[src/rtl/render_pkg.sv]
// render_pkg: shared projected-triangle types and default triangle FIFO depth
package render_pkg;
  typedef logic [1:0][9:0] proj_vertex_t;
  typedef logic [2:0][1:0][9:0] proj_tri_t;
  localparam int TRI_FIFO_DEPTH = 16;
endpackage

[src/rtl/tri_fifo_mem.sv]
// tri_fifo_mem: triangle storage array, one write port, one async read port
module tri_fifo_mem
  import render_pkg::*;
#(
  parameter int DEPTH = TRI_FIFO_DEPTH,
  parameter int AW = $clog2(DEPTH)
) (
  input  logic          Clk,
  input  logic          we,
  input  logic [AW-1:0] waddr,
  input  proj_tri_t     wdata,
  input  logic [AW-1:0] raddr,
  output proj_tri_t     rdata
);
  proj_tri_t mem [DEPTH];
  always_ff @(posedge Clk) if (we) mem[waddr] <= wdata;
  assign rdata = mem[raddr];
endmodule

[src/rtl/triangle_fifo.sv]
// triangle_fifo: first-word-fall-through queue of projected triangles with sticky error flags
module triangle_fifo
  import render_pkg::*;
#(
  parameter int DEPTH = TRI_FIFO_DEPTH
) (
  input  logic                     Clk,
  input  logic                     Reset,
  input  logic                     flush,
  input  logic                     fifo_w,
  input  proj_tri_t                proj_triangle_in,
  input  logic                     fifo_r,
  output proj_tri_t                proj_triangle_out,
  output logic                     empty,
  output logic                     full,
  output logic [$clog2(DEPTH):0]   count,
  output logic                     overflow,
  output logic                     underflow
);
  localparam int AW = $clog2(DEPTH);
  localparam int CW = AW + 1;
  logic [AW-1:0] wr_ptr, rd_ptr;
  logic rd_ok, wr_ok;
  proj_tri_t head;
  assign empty = count == '0;
  assign full = count == CW'(DEPTH);
  assign rd_ok = fifo_r & ~empty;
  // a pop in the same cycle frees the slot a full-FIFO write needs
  assign wr_ok = fifo_w & (~full | rd_ok);
  assign proj_triangle_out = empty ? '0 : head;
  tri_fifo_mem #(.DEPTH(DEPTH), .AW(AW)) u_mem (
    .Clk  (Clk),
    .we   (wr_ok & ~flush),
    .waddr(wr_ptr),
    .wdata(proj_triangle_in),
    .raddr(rd_ptr),
    .rdata(head)
  );
  always_ff @(posedge Clk or negedge Reset) begin
    if (!Reset) begin
      wr_ptr <= '0;
      rd_ptr <= '0;
      count <= '0;
      overflow <= 1'b0;
      underflow <= 1'b0;
    end else if (flush) begin
      wr_ptr <= '0;
      rd_ptr <= '0;
      count <= '0;
      overflow <= 1'b0;
      underflow <= 1'b0;
    end else begin
      if (wr_ok) wr_ptr <= wr_ptr + 1'b1;
      if (rd_ok) rd_ptr <= rd_ptr + 1'b1;
      count <= count + CW'(wr_ok) - CW'(rd_ok);
      if (fifo_w & ~wr_ok) overflow <= 1'b1;
      if (fifo_r & empty) underflow <= 1'b1;
    end
  end
endmodule

[config.mk]
export PLATFORM = sky130hd
export DESIGN_NAME = triangle_fifo
export DESIGN_NICKNAME = d
export VERILOG_FILES = /design/src/rtl/render_pkg.sv /design/src/rtl/tri_fifo_mem.sv /design/src/rtl/triangle_fifo.sv
export SDC_FILE = /design/constraint.sdc
export NUM_CORES = 1
export LEC_CHECK = 0
export BUFFER_PORTS_ARGS = -buffer_cell sky130_fd_sc_hd__buf_2
export CORE_ASPECT_RATIO = 1.1
export CORE_UTILIZATION = 50
export DETAILED_ROUTE_END_ITERATION = 8
export PLACE_DENSITY = 0.67
export SETUP_SLACK_MARGIN = 0.1
export SKIP_CTS_REPAIR_TIMING = 1
export SYNTH_ARGS = -nofsm -noshare
export SYNTH_HDL_FRONTEND = slang
export SYNTH_SLANG_ARGS = --single-unit
export TNS_END_PERCENT = 10
[constraint.sdc]
create_clock -name Clk -period 4.9 [get_ports Clk]
set_input_delay 0.735 -clock Clk [delete_from_list [all_inputs] [get_ports Clk]]
set_output_delay 0.735 -clock Clk [all_outputs]
set_load 0.01 [all_outputs]
# Word level (Yosys, flattened, before mapping)
# Memory sizes are Yosys's and may differ from the RTL's.
# Index checks and enable logic that the tools add are counted.
# W data, S select, Z words.
[op_classes] reduce_logical=5 n_bitwise=10 add_sub_neg=4 n_eq_ne=1 n_mux=12
[op_table] cell="$mux W60" n=1
[op_table] cell="$mux W4" n=4
[op_table] cell="$add A4 B1 Y4 const B" n=2
[op_table] cell="$reduce_bool A2 Y1" n=4
[op_table] cell="$mux W1" n=6
[op_table] cell="$add A5 B1 Y5" n=1
[op_table] cell="$and A1 B1 Y1" n=5
[op_table] cell="$eq A5 B5 Y1 const B" n=1
[op_table] cell="$logic_not A5 Y1" n=1
[op_table] cell="$mux W5" n=1
[op_table] cell="$sub A5 B1 Y5" n=1
[op_table] cell="$not A1 Y1" n=4
[op_table] cell="$or A1 B1 Y1" n=1
[word_totals] out_inout_bits=69 mem_count=1 mem_bits_rw=960 regBits=15
[mem_list] memory="u_mem.mem" words=16 width=60 rd=1 rd_ports_with_merged_regs=0 wr=1 line="tri_fifo_mem.sv:15" source="proj_tri_t mem [DEPTH];"

# Depth between registers and ports, before layout
[depth] ltp_word=9 depth_mapped=12 depth_no_buf=11

# Cells and area by module
# Synthesis repeated with hierarchy kept, for this count alone.
[hier_totals] hier_cells=1646 area_unflattened_um2=37200.7
[modules_own_cells] module="tri_fifo_mem" n_inst=1 cells_per_inst=1488 seq_area_each_um2=28827.6 area_per_inst_um2=35889.4
[modules_own_cells] module="triangle_fifo" n_inst=1 cells_per_inst=158 seq_area_each_um2=375.4 area_per_inst_um2=1311.3

# Worst setup path after synthesis
# Ideal clock, no wire load.
[synth_path] kind="input to register" start="input port fifo_r" end="memory u_mem.mem[6][0] (netlist bit), enable pin" setup_slack_ns=0.273 setup_time_ns=0.478 arrival_time_ns=4.149 path_buffers=2 t_required_ns=4.422 cell_stages=5 path_cell_list="clkbuf_1 o21ai_1 or2_2 buf_2 nor2_1"
[synth_via] elab_chain_cells=6
[synth_rtl] element="from (decl)" line="triangle_fifo.sv:12" source="input logic fifo_r,"
[synth_rtl] element="$and A1 B1 Y1" line="triangle_fifo.sv:27" source="assign rd_ok = fifo_r & ~empty;"
[synth_rtl] element="$or A1 B1 Y1" line="triangle_fifo.sv:29" source="assign wr_ok = fifo_w & (~full | rd_ok);"
[synth_rtl] element="$and A1 B1 Y1" line="triangle_fifo.sv:29"
[synth_rtl] element="$and A1 B1 Y1" line="triangle_fifo.sv:33" source=".we (wr_ok & ~flush),"
[synth_rtl] element="$mux W1" line="tri_fifo_mem.sv:16" source="always_ff @(posedge Clk) if (we) mem[waddr] <= wdata;"
[synth_rtl] element="$mux W1 (not written as such)" line="tri_fifo_mem.sv:16"
[synth_rtl] element="to (decl)" line="tri_fifo_mem.sv:15"
# Every way passes these cells.

==> results.md <==
* Top FF cell, synth: edfxtp_1
* # H-tree levels at 3
* CP max stage delay at approximately 0.7 ns
* Worst EP required at 4.16 ns
* # IOs at ~130
* Worst-path cell chain: inv_1 -> ha_1 -> or4b_1 -> inv_2 -> nor3b_2 -> buf_4 -> a22oi_1 -> nand2_1 -> buf_2
* Mux contribution to synthesized area at between 10% and 20%
* CP max FO at 42
* Crit Path Class: flop to output port
* Run status: finished, violations left
* Die height at approximately 290 um
* WHS Path Cells at 3
* Routed wire per std cell at around 28 um
* Delay-heaviest family, CP: buffers and inverters
* Filler Cells Inserted at about 5200
* Final setup fails at 0
* Synth async-reset ratio at under 10%
* Net switching power at around 5100 uW
* Final WL at between 70 and 80 mm
* Combinational Power Share at approximately 17%
* Slew margin rel. at 33.4%
* Inserted Clock Buffers at 93
* Die footprint at 74800 sq um
* Total Nets Final at about 1800
* Gate Count Post-Synth at roughly 1600
* Synth Warn # at 0
* Largest net degree at the start of global routing at about 120
* WP data arrival at between 3 and 4 ns
* Post-route DRC at 20
* Final hold viol count at 0
* Largest family of logic cells by synthesized area: multiplexers
* Max Slew Vio Count at 0
* GRT Util Overall at between 20% and 30%
* Gpl congestion at 0.755
* Cell area after placement at between 30000 and 40000 sq um
* Core area at 73000 sq um
* Clk root buf: clkbuf_16
* Final setup TNS at 0 ns
* Compound-Gate Fraction of Synth Area at between 2 and 3%
* Critical path depth at 9
* Internal at around 15000 uW
* Final std cells w/o fill at 2803
* Final worst-path cycle share at just over 80%
* Buf+Inv Stages, Crit Path at 4
* Reg2reg path depth at 7
* Clock transition at the registers of the reported paths at approximately 0.060 ns
* Vias per inst at between 6 and 7
* Adder-cell area share of the yosys netlist at less than 1%
* Die width at around 260 um
* Synth Cell Area at ~37000 sq um
* MaxCap Viol Count at 0
* Antenna violations before repair at 10
* Clock Skew at between 0.015 and 0.02 ns
* Layout cells sized above 1 at 32.2%
* Detailed Route Iter0 Violations at about 1600
* Flop pwr share at a little under half
* Global-route wire length before repair at ~120 mm
* Worst-margin pin slew at roughly 1.0 ns
* Worst setup EP type: output port
* Initial Util at about half
* Hpwl dp at between 40 and 50 mm
* CP max-delay cell: buf_4
* Xor/xnor share of the synthesized area at less than 1%
* Port bufs at roughly 130
* Crit path time final at between 4 and 5 ns
* RSZ-0062 raised after global routing: false
* CTS tree: yes
* Failing checks: design-rule violations
* Pwr Density at between 400 and 500 nW/um^2
* Post-synthesis net count at approximately 1700
* Post-synth EDFFs at 960
* Remaining antenna violation count at 0
* Max Freq at 247 MHz
* Worst skew pair latency at 0.64 ns
* LEAKAGE at approximately 0.013 uW
* Syn Area/Cell at 23.3 sq um
* #FFs+latches synth at 975
* Cell variety after synth at 38
* Register area share after synthesis at 79.3%
* Via count of the routed design at roughly 17000
* Placed instance count at roughly 2600
* CTS Buffer Depth at 3
* Post-Synth Simple-Gate Area at under 10%
* CP Launch Type: flop
* Switching part of the total at between 20% and 30%
* HP Class: primary input to flop
* DR pass1 iterations at 8
* Worst vdd ir at ~0.00030 V
* Grt ovf at 0
* Final Cell Area at roughly 42000 sq um
* Clock sink count at 975
* Vias in the first global route at between 15000 and 20000
* Synthesis-to-finish area growth at 14.4%
* Clock power share at about 36%
* Row count at 104
## routing by layer
metal	vias up	GRT usage (%)	part of all wire (%)
li1	7124	-	-
met1	9180	30.0	41
met2	587	36.3	51
met3	105	3.97	6.6
met4	14	4.69	1.5
met5	-	0	0.11
## cell type report
| cell class | instances | area [sq um] | share of cell area (%) |
|---|---|---|---|
| diodes | 4 | 10.0 | 0.0238 |
| flip-flops and latches | 975 | 29200 | 69.3 |
| clock buffers | 109 | 2430 | 5.77 |
| well taps | 954 | 1190 | 2.83 |
| inverters | 7 | 26.3 | 0.0623 |
| multi-input cells | 513 | 7330 | 17.4 |
| repair buffers | 178 | 1240 | 2.95 |
| clock inverters | 63 | 698 | 1.66 |
## power by group through the flow
stage / Combinational [uW] / Sequential (uW) / Clock (uW)
floorplan: 2350 / 9510 / 0
global placement: 3510 / 9610 / 0
detailed placement: 3540 / 9620 / 0
CTS: 3560 / 9440 / 7440
global route: 3760 / 9450 / 7730
finish: 3490 / 9430 / 7310
## worst reg2reg max path: stages, from the launching register on
cell     delay [ns]
dfrtp_1        0.39
inv_1          0.08
ha_1           0.21
or4bb_1        0.26
o21ai_1        0.18
or2_2          0.50
nor2_4         0.80
buf_4          0.77
## per-stage QoR
| step | setup slack (ns) | util (%) | hold slack (ns) | power, uW |
|---|---|---|---|---|
| final | 0.844 | 57.7 | 0.432 | 20200 |
| after global routing | 0.661 | 57.7 | 0.438 | 20900 |
| after CTS | 0.789 | 57.7 | -0.0318 | 20400 |
| after detailed placement | 1.27 | 53.4 | 0.496 | 13200 |
| after global placement | 1.29 | 53.4 | 0.480 | 13100 |
| after floorplan | 0.273 | - | 0.439 | 11900 |
## synthesized netlist by cell type (3+ instances only)
cell type	count	area share [%]
xnor2_1	3	0.071
ha_1	10	0.34
nand2_1	66	0.67
mux2i_1	3	0.082
xor2_1	5	0.12
edfxtp_1	960	78
buf_6	5	0.15
buf_2	31	0.42
a21oi_1	6	0.082
nand3_1	4	0.054
a22oi_1	108	2.2
a22oi_2	10	0.34
nor2_1	29	0.30
dfrtp_1	15	1.0
buf_1	9	0.092
clkbuf_1	41	0.42
inv_1	6	0.061
nor2b_1	5	0.085
mux4_2	240	15
## flip-flops by register name, indices dropped and copies added, names as in the netlist
name	count
u_mem.mem	960
count	5
rd_ptr	4
wr_ptr	4
overflow	1
underflow	1
## final timing paths
kind | start | endpoint | slack [ns]
worst min-delay path | fifo_w | overflow | 0.43
max in group asynchronous | Reset | rd_ptr[0] | 4.07
min in group asynchronous | Reset | wr_ptr[0] | 0.54
worst min register to register | overflow | overflow | 0.51
worst max register to register | count[2] | u_mem.mem[0][30] | 1.31
worst max-delay path | count[2] | proj_triangle_out[50] | 0.84
## kinds of logic after synthesis
| group | count (synthesis) |
|---|---|
| DFF | 975 |
| muxes | 243 |
| buffers and inverters | 94 |
| adders and majority gates | 11 |
| AOI/OAI and AO/OA | 132 |
| and+or+nand+nor | 119 |
| xor gates and xnor gates | 8 |
## cells in the final DEF, fill, tap and decap left out, types with 2 or more instances in the layout
cell type,Yosys,layout
buf_2,31,133
inv_1,6,6
a211oi_1,2,2
clkinvlp_4,0,6
nor2_1,29,13
xnor2_1,3,3
clkbuf_1,41,14
a22oi_2,10,10
nand2_1,66,66
nand3_1,4,4
nor2_4,0,16
nor3b_2,0,2
mux2i_1,3,3
or3b_2,2,2
nand3b_1,2,2
ha_1,10,10
bufinv_16,0,14
nor2b_1,5,5
dfrtp_1,15,12
xor2_1,5,5
clkbuf_16,0,95
a21oi_1,6,6
edfxtp_1,960,960
buf_12,0,19
mux4_2,240,240
inv_16,0,2
diode_2,0,4
or2_2,2,2
a22oi_1,108,108
clkinv_2,0,19
clkinv_1,0,19
dfrtp_4,0,3
o21ai_0,2,2
o211ai_1,2,2
inv_6,0,2
buf_4,1,25
Note: power is estimated with default switching activity, not from simulation.
